## src/rtl/ps2_pkg.sv

```systemverilog
`default_nettype none
// +----------------------------------------------------------------------+
// | Module : ps2_pkg                                                     |
// | Brief  : PS/2 frame constants, scan codes and parity helper          |
// | Rev    : 1.0  initial release                                        |
// +----------------------------------------------------------------------+
package ps2_pkg;
    localparam int         PS2_FRAME_BITS = 11;
    localparam logic       START_BIT      = 1'b0;
    localparam logic       STOP_BIT       = 1'b1;

    localparam logic [7:0] BREAK  = 8'hF0;
    localparam logic [7:0] EXT    = 8'hE0;
    localparam logic [7:0] LSHIFT = 8'h12;
    localparam logic [7:0] CTRL   = 8'h14;
    localparam logic [7:0] CAPS   = 8'h58;

    // {parity, data} must carry an odd number of ones
    function automatic logic odd_parity_ok(input logic [8:0] i_bits);
        return ^i_bits;
    endfunction
endpackage
`default_nettype wire

```

## src/rtl/ps2_scancode_rx_fifo.sv

```systemverilog
`default_nettype none
// +----------------------------------------------------------------------+
// | Module : sync_fifo                                                   |
// | Brief  : Single-clock FIFO with registered head-of-queue output      |
// | Rev    : 1.0  initial release                                        |
// +----------------------------------------------------------------------+
module sync_fifo #(
    parameter int WIDTH = 8,
    parameter int AW    = 3
) (
    input  logic             clk,
    input  logic             rst_n,
    input  logic             i_push,
    input  logic             i_pop,
    input  logic [WIDTH-1:0] i_din,
    output logic [WIDTH-1:0] o_dout,
    output logic             o_empty,
    output logic             o_full,
    output logic [AW:0]      o_count
);
    localparam int c_DEPTH = 1 << AW;

    logic [WIDTH-1:0] r_mem [c_DEPTH];
    logic [AW-1:0]    r_wr;
    logic [AW-1:0]    r_rd;
    logic [AW:0]      r_cnt;
    logic [WIDTH-1:0] r_dout;
    logic             w_do_pop;
    logic             w_do_push;
    logic [AW-1:0]    w_rd_next;
    logic [AW:0]      w_cnt_next;

    assign o_empty    = (r_cnt == '0);
    assign o_full     = (r_cnt == (AW+1)'(c_DEPTH));
    assign o_count    = r_cnt;
    assign o_dout     = r_dout;
    assign w_do_pop   = i_pop & ~o_empty;
    // a push into a full FIFO is only accepted when a pop frees a slot
    assign w_do_push  = i_push & (~o_full | w_do_pop);
    assign w_rd_next  = r_rd + AW'(w_do_pop);
    assign w_cnt_next = r_cnt + (AW+1)'(w_do_push) - (AW+1)'(w_do_pop);

    always_ff @(posedge clk) begin
        if (w_do_push)
            r_mem[r_wr] <= i_din;
    end

    always_ff @(posedge clk or negedge rst_n) begin
        if (!rst_n) begin
            r_wr   <= '0;
            r_rd   <= '0;
            r_cnt  <= '0;
            r_dout <= '0;
        end else begin
            if (w_do_push)
                r_wr <= r_wr + 1'b1;
            r_rd  <= w_rd_next;
            r_cnt <= w_cnt_next;
            // bypass when the new head is the slot being written this cycle
            if (w_cnt_next != '0)
                r_dout <= (w_do_push && (r_wr == w_rd_next)) ? i_din : r_mem[w_rd_next];
        end
    end
endmodule
`default_nettype wire

```

## src/rtl/ps2_scancode_rx.sv

```systemverilog
`default_nettype none
// +----------------------------------------------------------------------+
// | Module : ps2_scancode_rx                                             |
// | Brief  : PS/2 device-to-host deframer with scan-code FIFO            |
// | Rev    : 1.0  initial release                                        |
// +----------------------------------------------------------------------+
module ps2_scancode_rx
    import ps2_pkg::*;
#(
    parameter int FIFO_AW     = 3,
    parameter int SYNC_STAGES = 3,
    parameter int TIMEOUT_CYC = 5000
) (
    input  logic       clk,
    input  logic       clrn,
    input  logic       ps2_clk,
    input  logic       ps2_data,
    input  logic       nextdata_n,
    output logic [7:0] data,
    output logic       ready,
    output logic       overflow,
    output logic       frame_err
);
    localparam int         c_TO_W    = $clog2(TIMEOUT_CYC + 1);
    localparam logic [3:0] c_LAST_BIT = 4'(PS2_FRAME_BITS - 1);

    logic [SYNC_STAGES-1:0] r_clk_sync;
    logic [SYNC_STAGES-1:0] r_dat_sync;
    logic                   r_clk_prev;
    logic                   r_nd_q;
    logic [3:0]             r_bit_cnt;
    logic [8:0]             r_shift;
    logic                   r_stop;
    logic                   r_done;
    logic [c_TO_W-1:0]      r_to_cnt;
    logic                   r_frame_err;
    logic                   r_overflow;

    logic                   w_fall;
    logic                   w_bit;
    logic                   w_timeout;
    logic                   w_good;
    logic                   w_pop;
    logic                   w_empty;
    logic                   w_full;
    logic [FIFO_AW:0]       w_count;

    assign w_fall    = r_clk_prev & ~r_clk_sync[SYNC_STAGES-1];
    assign w_bit     = r_dat_sync[SYNC_STAGES-1];
    assign w_timeout = (r_bit_cnt != '0) && !w_fall && (r_to_cnt == c_TO_W'(TIMEOUT_CYC - 1));
    assign w_good    = r_done && (r_stop == STOP_BIT) && odd_parity_ok(r_shift);
    assign w_pop     = r_nd_q & ~nextdata_n & ~w_empty;

    assign ready     = (w_count != '0);
    assign overflow  = r_overflow;
    assign frame_err = r_frame_err;

    always_ff @(posedge clk or negedge clrn) begin
        if (!clrn) begin
            r_clk_sync <= '1;
            r_dat_sync <= '1;
            r_clk_prev <= 1'b1;
            r_nd_q     <= 1'b1;
        end else begin
            r_clk_sync <= {r_clk_sync[SYNC_STAGES-2:0], ps2_clk};
            r_dat_sync <= {r_dat_sync[SYNC_STAGES-2:0], ps2_data};
            r_clk_prev <= r_clk_sync[SYNC_STAGES-1];
            r_nd_q     <= nextdata_n;
        end
    end

    // bits 1..9 shift in from the top so data lands LSB-first in [7:0], parity in [8]
    always_ff @(posedge clk or negedge clrn) begin
        if (!clrn) begin
            r_bit_cnt <= '0;
            r_shift   <= '0;
            r_stop    <= 1'b0;
            r_done    <= 1'b0;
            r_to_cnt  <= '0;
        end else begin
            r_done <= 1'b0;
            if (w_fall) begin
                r_to_cnt <= '0;
                if (r_bit_cnt == '0) begin
                    if (w_bit == START_BIT)
                        r_bit_cnt <= 4'd1;
                end else if (r_bit_cnt == c_LAST_BIT) begin
                    r_stop    <= w_bit;
                    r_done    <= 1'b1;
                    r_bit_cnt <= '0;
                end else begin
                    r_shift   <= {w_bit, r_shift[8:1]};
                    r_bit_cnt <= r_bit_cnt + 4'd1;
                end
            end else if (r_bit_cnt != '0) begin
                if (w_timeout) begin
                    r_bit_cnt <= '0;
                    r_to_cnt  <= '0;
                end else begin
                    r_to_cnt <= r_to_cnt + 1'b1;
                end
            end
        end
    end

    always_ff @(posedge clk or negedge clrn) begin
        if (!clrn) begin
            r_frame_err <= 1'b0;
            r_overflow  <= 1'b0;
        end else begin
            r_frame_err <= (r_done && !w_good) || w_timeout;
            if (w_pop)
                r_overflow <= 1'b0;
            else if (w_good && w_full)
                r_overflow <= 1'b1;
        end
    end

    sync_fifo #(
        .WIDTH (8),
        .AW    (FIFO_AW)
    ) u_fifo (
        .clk     (clk),
        .rst_n   (clrn),
        .i_push  (w_good),
        .i_pop   (w_pop),
        .i_din   (r_shift[7:0]),
        .o_dout  (data),
        .o_empty (w_empty),
        .o_full  (w_full),
        .o_count (w_count)
    );
endmodule
`default_nettype wire
```

## config.mk

```make
export PLATFORM = sky130hd
export DESIGN_NAME = ps2_scancode_rx
export DESIGN_NICKNAME = d
export VERILOG_FILES = /design/src/rtl/ps2_pkg.sv /design/src/rtl/ps2_scancode_rx_fifo.sv /design/src/rtl/ps2_scancode_rx.sv
export SDC_FILE = /design/constraint.sdc
export NUM_CORES = 1
export LEC_CHECK = 0
export CORE_UTILIZATION = 50
export DETAILED_ROUTE_END_ITERATION = 16
export PLACE_DENSITY = 0.7
export REMOVE_ABC_BUFFERS = 1
export SYNTH_ARGS = -nofsm -noshare
export SYNTH_HDL_FRONTEND = slang
export SYNTH_HIERARCHICAL = 1
export SYNTH_SLANG_ARGS = --single-unit
```

## constraint.sdc

```tcl
create_clock -name clk -period 3.9 [get_ports clk]
set_input_delay 0.78 -clock clk [delete_from_list [all_inputs] [get_ports clk]]
set_output_delay 0.78 -clock clk [all_outputs]
set_load 0.005 [all_outputs]
```

==> results of run 1 <==
[final timing paths]
kind                                from                to  slack, ns  cells past startpoint
max                           r_shift[0]  u_fifo/o_dout[4]       0.25                     17
min                                 clrn       r_to_cnt[5]       0.35                      1
max reg2reg                   r_shift[0]  u_fifo/o_dout[4]       0.25                     17
min reg2reg                r_dat_sync[1]     r_dat_sync[2]       0.36                      0
max in group asynchronous           clrn            r_nd_q       2.71                      2
min in group clk           r_dat_sync[1]     r_dat_sync[2]       0.36                      0
[layer usage]
layer	vias up	routed length [µm]	GRT usage, %
met5	-	0	0
met4	0	38	5.43
met3	5	248	6.74
met2	42	4640	30.5
met1	1500	4260	24.0
li1	1402	-	-
[sequential cells by signal, indices dropped and copies added, names as in the netlist, 3 cells and up]
| name | cells |
|---|---|
| r_clk_sync | 3 |
| u_fifo/r_mem | 64 |
| u_fifo/r_wr | 3 |
| u_fifo/o_count | 4 |
| r_to_cnt | 13 |
| r_shift | 9 |
| r_bit_cnt | 4 |
| u_fifo/r_rd | 3 |
| r_dat_sync | 3 |
| u_fifo/o_dout | 8 |
[cell usage after synthesis (3+ instances only)]
cell	n	area share (%)
edfxtp_1	64	36
dfstp_2	8	4.0
nor4b_1	4	0.66
mux4_1	4	2.0
mux2i_1	11	2.1
mux4_2	12	5.1
nor3_1	4	0.38
or3b_2	3	0.50
a21oi_1	15	1.4
ha_1	13	3.1
nand2_1	22	1.6
xnor2_1	10	1.7
nor3b_1	3	0.43
xor2_1	7	1.2
dfrtp_1	48	23
nand3_1	8	0.76
nor2_1	19	1.4
a211oi_1	3	0.43
clkbuf_1	4	0.28
or3_1	4	0.47
mux2_2	18	3.8
inv_1	14	1.0
buf_2	6	0.57
o21ai_0	8	0.76
a21o_1	3	0.43
[worst reg2reg max path, cell delays in order, from the launching register on]
cell and delay, ns:
dfrtp_1 0.56, xnor3_1 0.44, and3_1 0.21, mux2i_1 0.28, inv_1 0.08, o21a_1 0.12, clkinv_1 0.06, ha_1 0.22
inv_1 0.06, ha_1 0.15, inv_1 0.05, fa_1 0.49, inv_1 0.08, nor4b_2 0.26, mux2i_1 0.10, buf_4 0.19
nor2_1 0.11, a21oi_1 0.05
[metrics by stage]
stage | TNS, ns | power [mW]
finish | 0 | 5.00
detailed placement | -1.33 | 3.42
global route | -0.0277 | 5.28
floorplan | -0.701 | 2.89
global placement | -0.691 | 3.36
CTS | 0 | 5.01
[timing repair]
item | CTS | global route
gates resized for setup | 0 | 4
setup endpoints to repair | 0 | 8
setup buffers | 0 | 0
hold buffers | 0 | 0
hold endpoints to repair | 0 | 0
[kinds of logic (layout without fill, tap and decap cells)]
kind of cell	count (synthesis)	count (layout)	share of synthesized area, %
DFF	120	120	63.2
and+or+nand+nor	83	83	8.75
muxes	45	45	13.0
AOI/OAI and AO/OA	41	41	5.33
buffers and inverters	28	84	2.28
xor gates and xnor gates	20	20	3.98
adders and majority gates	14	14	3.46
[where the power goes]
| part | total [mW] | switching (mW) | internal, mW |
|---|---|---|---|
| Sequential | 1.84 | 0.213 | 1.63 |
| Clock | 1.57 | 0.536 | 1.03 |
| Combinational | 1.59 | 0.729 | 0.859 |
[cell type report]
type | instances | share of cell area, %
Timing Repair Buffer | 37 | 5.47
Sequential cell | 120 | 52.5
Tap cell | 136 | 2.68
Inverter | 15 | 0.886
Clock buffer | 19 | 6.64
Multi-Input combinational cell | 203 | 29.0
Clock inverter | 13 | 2.82
==> impl_metrics.ini, run 1 <==
[floorplanning]
die_width_um = 105
ios = 16
die_h_um = 105
coreArea_mm2 = 0.0103
num_rows = 37
initial_utilization_pct = 51.4
die_area_mm2 = 0.0110

[global_route]
grt_pass1_wl_mm = 15.4
grt_max_degree = 38
grt-ovfl-total = 0
grt_usage_pct = 18.8
antenna_found_initial = 0
grt_pass1_vias = 3045

[cells_and_area]
final_nets = 413
layout.cells.non_filler = 543
final_util_pct = 61.8
drive_gt1_share_pct = 26.8
n_antenna_cell = 0
final_area_mm2 = 0.00635
fillerInstances = 768
layout_common_cells = 64 x edfxtp_1, 47 x dfrtp_1, 22 x nand2_1
syn_to_final_growth_pct = 20.4
seq_area_mm2 = 0.00333
multiInputGateArea_mm2 = 0.00184
final_common_cell = edfxtp_1

[clocking]
clkSlewWorstSetupHoldPaths_ns = 0.06
clock_sinks = 120
clock_path_buffers = 2
htree_levels = 4
worstSkewPairLatency_ns = 0.51
cts_tree = done
cts_root_buf = clkbuf_8
cts_buffers = 17

[setup_path]
path_cells = xnor3_1 > and3_1 > mux2i_1 > inv_1 > o21a_1 > clkinv_1 > ha_1 > inv_1 > ha_1 > inv_1 > fa_1 > inv_1 > nor4b_2 > mux2i_1 > buf_4 > nor2_1 > a21oi_1
worstPathMaxFanout = 16
cp-end-kind = flip-flop
worstSetupPathType = reg2reg
critPathMaxStageDelay_ns = 0.56
cp.required_ns = 4.28
arrival_ns = 4.04
crit_top_cell = inv_1
path_delay_family = adder cells
path_buf_inv = 6
start_kind = flip-flop
crit_slowest_cell = dfrtp_1

[timing]
hold_ws_ns = 0.347
period_minus_slack_ns = 3.65
post-route-period-util_pct = 93.7
fmax_ghz = 0.274
worst_pin_slew_ns = 0.924
hold_viol = 0
setup_viol = 0
slew_headroom_pct = 38.2
drv_slew = 0
finClkSkew_ns = 0.00895
finalWorstSetupSlack_ns = 0.245

[placed_design]
place_ws_ns = -0.184
io_buffers = 15
place_area_mm2 = 0.00573
dp_hpwl_mm = 5.94
dp_cells = 511
place_congestion = 0.801

[logic_synthesis]
syn_area_mm2 = 0.00528
synth_async_sr_flop_share_pct = 46.7
synth_edf_count = 64
yosys.cell_types.count = 55
synth-main-ff-cell = edfxtp_1
synth_seq_cells = 120
seq_area_frac_synth_pct = 63.2
syn-mean-instance-area_um2 = 15.0
yosysWarningCount = 6
synthCells = 351

[run_status]
status = finished clean

[drt]
ant_nets = 0
num_vias = 2949
drt_iter0_drc = 147
drc = 0
wl_per_cell_um = 16.9
first_pass_iters = 4
drt_wl_total_mm = 9.18
routed_via_density = 5.43

[power_and_ir_drop]
cellPowerDensity_mw_per_mm2 = 786
vdd_drop_max_v = 0.000414
power_leakage_nw = 2.46

[hold_path]
holdCritPathClass = in2async

[run]
drv_cap = 0
Note: power is estimated with default switching activity, not from simulation.
==> inputs of run 2 (changes only) <==
CORE_UTILIZATION = 39   (was 50)
PLACE_DENSITY = default   (was 0.7)
==> run 2 against run 1 <==
Via count up 1.2%. Utilization down 13 points. Sequential share of layout area fell by 0.73 points. Power is 1.4% higher. Sequential cell count unchanged. Die area rose by 28%. Count of clock-buffer cells in the layout is 4 higher. Combinational power barely moved. Non-clock buffer count is 3 higher. Register-to-register slack got worse by 0.02 ns. Largest cell class unchanged. Clock skew fell by 0.0035 ns.
==> impl_metrics.ini, run 2 (synthesis gave the netlist of run 1 again) <==
[run_status]
status = finished clean

[drt]
num_vias = 2984
routed_via_density = 5.09
first_pass_iters = 4
drt_wl_total_mm = 9.56
drc = 0
wl_per_cell_um = 16.3
drt_iter0_drc = 180
ant_nets = 0

[timing]
worst_pin_slew_ns = 0.936
post-route-period-util_pct = 94.4
setup_viol = 0
fmax_ghz = 0.272
drv_slew = 0
slew_headroom_pct = 37.3
period_minus_slack_ns = 3.68
finalWorstSetupSlack_ns = 0.217
finClkSkew_ns = 0.00545
hold_viol = 0
hold_ws_ns = 0.349

[global_route]
grt-ovfl-total = 0
grt_pass1_vias = 2998
grt_usage_pct = 15.0
antenna_found_initial = 0
grt_pass1_wl_mm = 15.7
grt_max_degree = 30

[clocking]
worstSkewPairLatency_ns = 0.41
htree_levels = 4
cts_hold_buffers = 0
clock_sinks = 120
clkSlewWorstSetupHoldPaths_ns = 0.05
cts_buffers = 17
cts_tree = done
clock_path_buffers = 2
cts_root_buf = clkbuf_16

[cells_and_area]
multiInputGateArea_mm2 = 0.00186
syn_to_final_growth_pct = 22.1
final_common_cell = edfxtp_1
final_area_mm2 = 0.00645
n_antenna_cell = 0
fillerInstances = 1169
top_regs = u_fifo/r_mem x64, r_to_cnt x13, r_shift x9
final_util_pct = 48.7
largest_reg_flops = 64
final_nets = 416
drive_gt1_share_pct = 27.8
layout.cells.non_filler = 586
seq_area_mm2 = 0.00334
layout_common_cells = 64 x edfxtp_1, 46 x dfrtp_1, 22 x nand2_1
largest_register = u_fifo/r_mem

[floorplanning]
coreArea_mm2 = 0.0132
die_area_mm2 = 0.0140
die_width_um = 118
ios = 16
die_h_um = 118
initial_utilization_pct = 39.9
num_rows = 42

[power_and_ir_drop]
sw_frac_of_total_pct = 29.3
seqPwrFrac_pct = 36.5
cellPowerDensity_mw_per_mm2 = 786
intPower_mw = 3.58
switchingPower_mw = 1.48
combPwrFrac_pct = 31.9
vdd_drop_max_v = 0.000387
power_leakage_nw = 2.48
p_clk_share_pct = 31.6

[placed_design]
io_buffers = 15
place_congestion = 0.752
place_ws_ns = -0.223
place_area_mm2 = 0.00579
dp_hpwl_mm = 6.07
dp_cells = 552

[setup_path]
cp.required_ns = 4.19
arrival_ns = 3.97
start_kind = input port
critPathMaxStageDelay_ns = 0.51
path_cells = clkdlybuf4s50_1 > or3b_4 > inv_1 > nor2b_2 > o21a_1 > clkinv_1 > ha_1 > inv_1 > ha_1 > inv_1 > fa_2 > inv_1 > nor4_2 > mux2i_1 > buf_4 > nor2_1 > a21oi_1
path_delay_family = buffers and inverters
crit_slowest_cell = fa_2
path_buf_inv = 7
worstPathMaxFanout = 8
worstSetupPathType = in2reg
cp-end-kind = flip-flop
crit_top_cell = inv_1

[hold_path]
holdCritPathClass = reg2reg

[run]
drv_cap = 0
## run 2: layout make-up
class,count,share of cell area (%)
multi-input combinational,203,28.8
sequential,120,51.7
inverter,15,0.873
tap,176,3.42
clock inverter,9,2.33
clock buffer,23,7.10
timing repair buffer,40,5.71
## run 2: repair_timing
action                     4_1_cts  5_1_grt
setup buffers                    0        1
gates resized for setup          0       12
setup endpoints to repair        0        8
hold endpoints to repair         0        0
## run 2: layer usage
metal	wire length (µm)	vias up	track usage, %	share of wire [%]
li1	-	1408	-	-
met1	4410	1508	19.7	46
met2	4650	55	23.3	49
met3	371	13	4.68	3.9
met4	137	0	5.85	1.4
met5	0	-	0	0
## run 2: worst register-to-register path: cells and delay by family (launching register included)
family | cells | cell delay [ns]
fa+ha+maj | 3 | 0.88
simple gates | 3 | 0.60
buf+inv | 6 | 0.54
flops | 1 | 0.49
xor+xnor | 1 | 0.48
mux | 2 | 0.40
compound gates | 2 | 0.18
## run 2: per-stage QoR
| step | total power [mW] | setup TNS, ns |
|---|---|---|
| after detailed placement | 3.43 | -1.68 |
| final | 5.07 | 0 |
| after global placement | 3.39 | -0.779 |
| after CTS | 5.05 | 0 |
| after global routing | 5.37 | -0.279 |
| after floorplan | 2.89 | -0.701 |
## run 2: power by group through the flow
stage	Sequential (mW)	Combinational, mW	Clock [mW]
after floorplan	1.83	1.06	0
after CTS	1.85	1.57	1.63
after detailed placement	1.87	1.56	0
after global placement	1.86	1.53	0
final	1.85	1.62	1.60
after global routing	1.89	1.79	1.69
## run 2: final timing paths
path / from / endpoint / slack (ns) / cells past startpoint
hold / removal: r_clk_sync[0] / r_clk_sync[1] / 0.35 / 0
min in group asynchronous: clrn / r_to_cnt[11] / 0.39 / 1
max in group asynchronous: clrn / r_nd_q / 2.67 / 2
hold reg to reg: r_clk_sync[0] / r_clk_sync[1] / 0.35 / 0
setup reg to reg: r_shift[1] / u_fifo/o_dout[2] / 0.23 / 17
setup / recovery: nextdata_n / u_fifo/o_dout[2] / 0.22 / 17
==> inputs of run 3 (changes only) <==
SYNTH_HIERARCHICAL = default   (was 1)
==> run 3 against run 2 <==
Hold slack better by 0.0025 ns. Via count is 2.9% higher. Sequential cell count stayed put. Final cell count is 1.7% higher. Critical path depth is 3 lower. Utilization is 0.92 points lower. Synthesized cell count is 5.4% higher. Maximum frequency is 6.9% higher. Clock skew hardly changed. Highest routed layer unchanged. Largest cell class unchanged. Non-clock buffer count is 8 lower. Die area is 1.3% higher.
==> impl_metrics.ini, run 3 <==
[clocking]
worstSkewPairLatency_ns = 0.40
cts_root_buf = clkbuf_16
cts_hold_buffers = 0
clock_path_buffers = 2
post_cts_buffers = 0
htree_levels = 4
cts_resized = 0
clkSlewWorstSetupHoldPaths_ns = 0.05
cts_buffers = 17
cts_tree = done
clock_sinks = 120

[cells_and_area]
final_common_cell = edfxtp_1
layout_common_cells = 64 x edfxtp_1, 48 x dfrtp_1, 27 x nand2_1
syn_to_final_growth_pct = 18.7
top_regs = u_fifo.r_mem x64, r_to_cnt x13, r_shift x9
n_antenna_cell = 0
largest_register = u_fifo.r_mem
fillerInstances = 1156
drive_gt1_share_pct = 22.1
final_nets = 425
largest_reg_flops = 64

[floorplanning]
coreArea_mm2 = 0.0133
initial_utilization_pct = 40.2
die_h_um = 119
die_width_um = 119
die_area_mm2 = 0.0142
ios = 16
num_rows = 42

[global_route]
grt_usage_pct = 15.9
antenna_found_initial = 0
grt-ovfl-total = 0
grt_max_degree = 31
grt_pass1_wl_mm = 16.9
grt_pass1_vias = 3152

[logic_synthesis]
yosys.area_share.simple_pct = 11.4
syn_area_mm2 = 0.00535
synth_edf_count = 64
yosysMostFrequentCell = edfxtp_1
synth-main-ff-cell = edfxtp_1
synthCells = 370
synth_compound_area_share_pct = 7.06
synthTopCellsByArea = edfxtp_1 36%, dfrtp_1 22%, mux4_2 6.7%
post-synth-top-area-fraction_pct = 35.9
synth_fa_ha_area_share_pct = 3.18
seq_area_frac_synth_pct = 62.3
yosys.area.top_type = edfxtp_1
synthTopCellsByCount = 64 x edfxtp_1, 48 x dfrtp_1, 27 x nand2_1
synth_top_family_by_area = simple AND/OR/NAND/NOR gates
synth_async_sr_flop_share_pct = 46.7
synth_xor_area_share_pct = 4.33
syn-mean-instance-area_um2 = 14.5
synth_seq_cells = 120
yosysWarningCount = 0
yosys.cell_types.count = 58
synthMuxAreaShare_pct = 9.22

[power_and_ir_drop]
cellPowerDensity_mw_per_mm2 = 769
vdd_drop_max_v = 0.000320
power_leakage_nw = 2.41

[drt]
num_vias = 3072
drt_iter0_drc = 156
first_pass_iters = 4
drt_wl_total_mm = 10.1
routed_via_density = 5.15
ant_nets = 0
drc = 0
wl_per_cell_um = 16.9

[timing]
rsz0062_at_grt = false
slew_headroom_pct = 56.5
finClkSkew_ns = 0.00563
fmax_ghz = 0.290
finalWorstSetupSlack_ns = 0.456
drv_slew = 0
worst_pin_slew_ns = 0.653
setup_viol = 0
finalSetupTns_ns = 0
period_minus_slack_ns = 3.44
hold_viol = 0
post-route-period-util_pct = 88.3
hold_ws_ns = 0.352

[setup_path]
path_buf_inv = 4
crit_slowest_cell = fa_1
path_delay_family = buffers and inverters
cp.required_ns = 4.20
reg2reg_depth = 12
crit_top_cell = mux2i_1
worstReg2RegEnd = u_fifo.o_dout[4]
arrival_ns = 3.74
worstPathMaxFanout = 16
worstSetupPathType = in2reg
rrSetupSlack_ns = 0.61
cp-end-kind = flip-flop
critPathMaxStageDelay_ns = 0.50
timing.rr.start = r_shift[3]
start_kind = input port
path_cells = clkdlybuf4s50_1 > or3b_1 > a311oi_1 > mux2i_1 > inv_2 > ha_1 > inv_1 > fa_1 > nor2b_1 > nand3_1 > mux2i_1 > buf_4 > nand2_1 > o31ai_1

[run_status]
status = finished clean

[placed_design]
io_buffers = 15
place_ws_ns = 0.0562
place_congestion = 0.768
dp_hpwl_mm = 6.80

[hold_path]
whs_path_depth = 0
holdCritPathClass = reg2reg
worstHoldStart = r_clk_sync[1]
hold_path_end = r_clk_sync[2]

[run]
drv_cap = 0
## run 3: cell types whose count changed after synthesis, moves of 7 or more
cell / change
mux2_2: -8
nor3_1: +10
mux2i_1: -9
o31ai_1: +7
## run 3: per-stage QoR
step | utilization (%) | instance area [µm²] | power, mW | cells
global placement | 43.5 | 5780 | 3.39 | 564
global route | 47.8 | 6350 | 5.16 | 596
detailed placement | 43.5 | 5780 | 3.44 | 564
finish | 47.8 | 6350 | 4.88 | 596
CTS | 47.8 | 6350 | 4.94 | 596
floorplan | - | 5280 | 2.91 | 356
## run 3: cells by family (layout without fill, tap and decap cells)
family,count (synthesis),count (layout)
flops,120,120
simple gates,111,111
compound gates,47,47
buf+inv,30,80
mux,28,28
xor+xnor,21,21
fa+ha+maj,13,13
## run 3: final cells by class
| class | count | area [µm²] | area share (%) |
|---|---|---|---|
| clock buffer | 23 | 468 | 7.37 |
| clock inverter | 9 | 100 | 1.58 |
| inverter | 16 | 60.1 | 0.946 |
| multi-input combinational | 220 | 1880 | 29.7 |
| sequential | 120 | 3330 | 52.5 |
| tap | 176 | 220 | 3.47 |
| timing repair buffer | 32 | 285 | 4.49 |
## run 3: report_power, final
| part | internal, mW | total [mW] | switching, mW | leakage (nW) |
|---|---|---|---|---|
| Sequential | 1.60 | 1.85 | 0.247 | 1.28 |
| Combinational | 0.804 | 1.56 | 0.754 | 0.862 |
| Clock | 0.966 | 1.48 | 0.512 | 0.270 |
| Total | 3.37 | 4.88 | 1.51 | 2.41 |
## run 3: worst reg2reg max path, stage by stage, from the launching register on
cell,delay [ns]
dfrtp_1,0.52
xor2_1,0.22
xnor3_1,0.54
mux2i_1,0.30
inv_2,0.06
ha_1,0.21
inv_1,0.07
fa_1,0.43
nor2b_1,0.17
nand3_1,0.10
mux2i_1,0.09
buf_4,0.21
o31ai_1,0.28
## run 3: layer usage
metal	share of wire [%]	up-vias	GRT usage (%)	routed length, µm
li1	-	1463	-	-
met1	47	1548	21.3	4720
met2	49	51	24.6	4940
met3	2.7	10	4.02	267
met4	1.2	0	6.88	121
met5	0	-	0	0
## run 3: worst max path at each step
stage / startpoint / endpoint / depth (start not counted)
5_1_grt: nextdata_n / u_fifo.o_dout[7] / 14
2_1_floorplan: nextdata_n / u_fifo.o_dout[0] / 11
3_3_place_gp: nextdata_n / u_fifo.o_dout[7] / 13
6_report: nextdata_n / u_fifo.o_dout[4] / 14
3_5_place_dp: nextdata_n / u_fifo.o_dout[4] / 14
4_1_cts: nextdata_n / u_fifo.o_dout[4] / 14
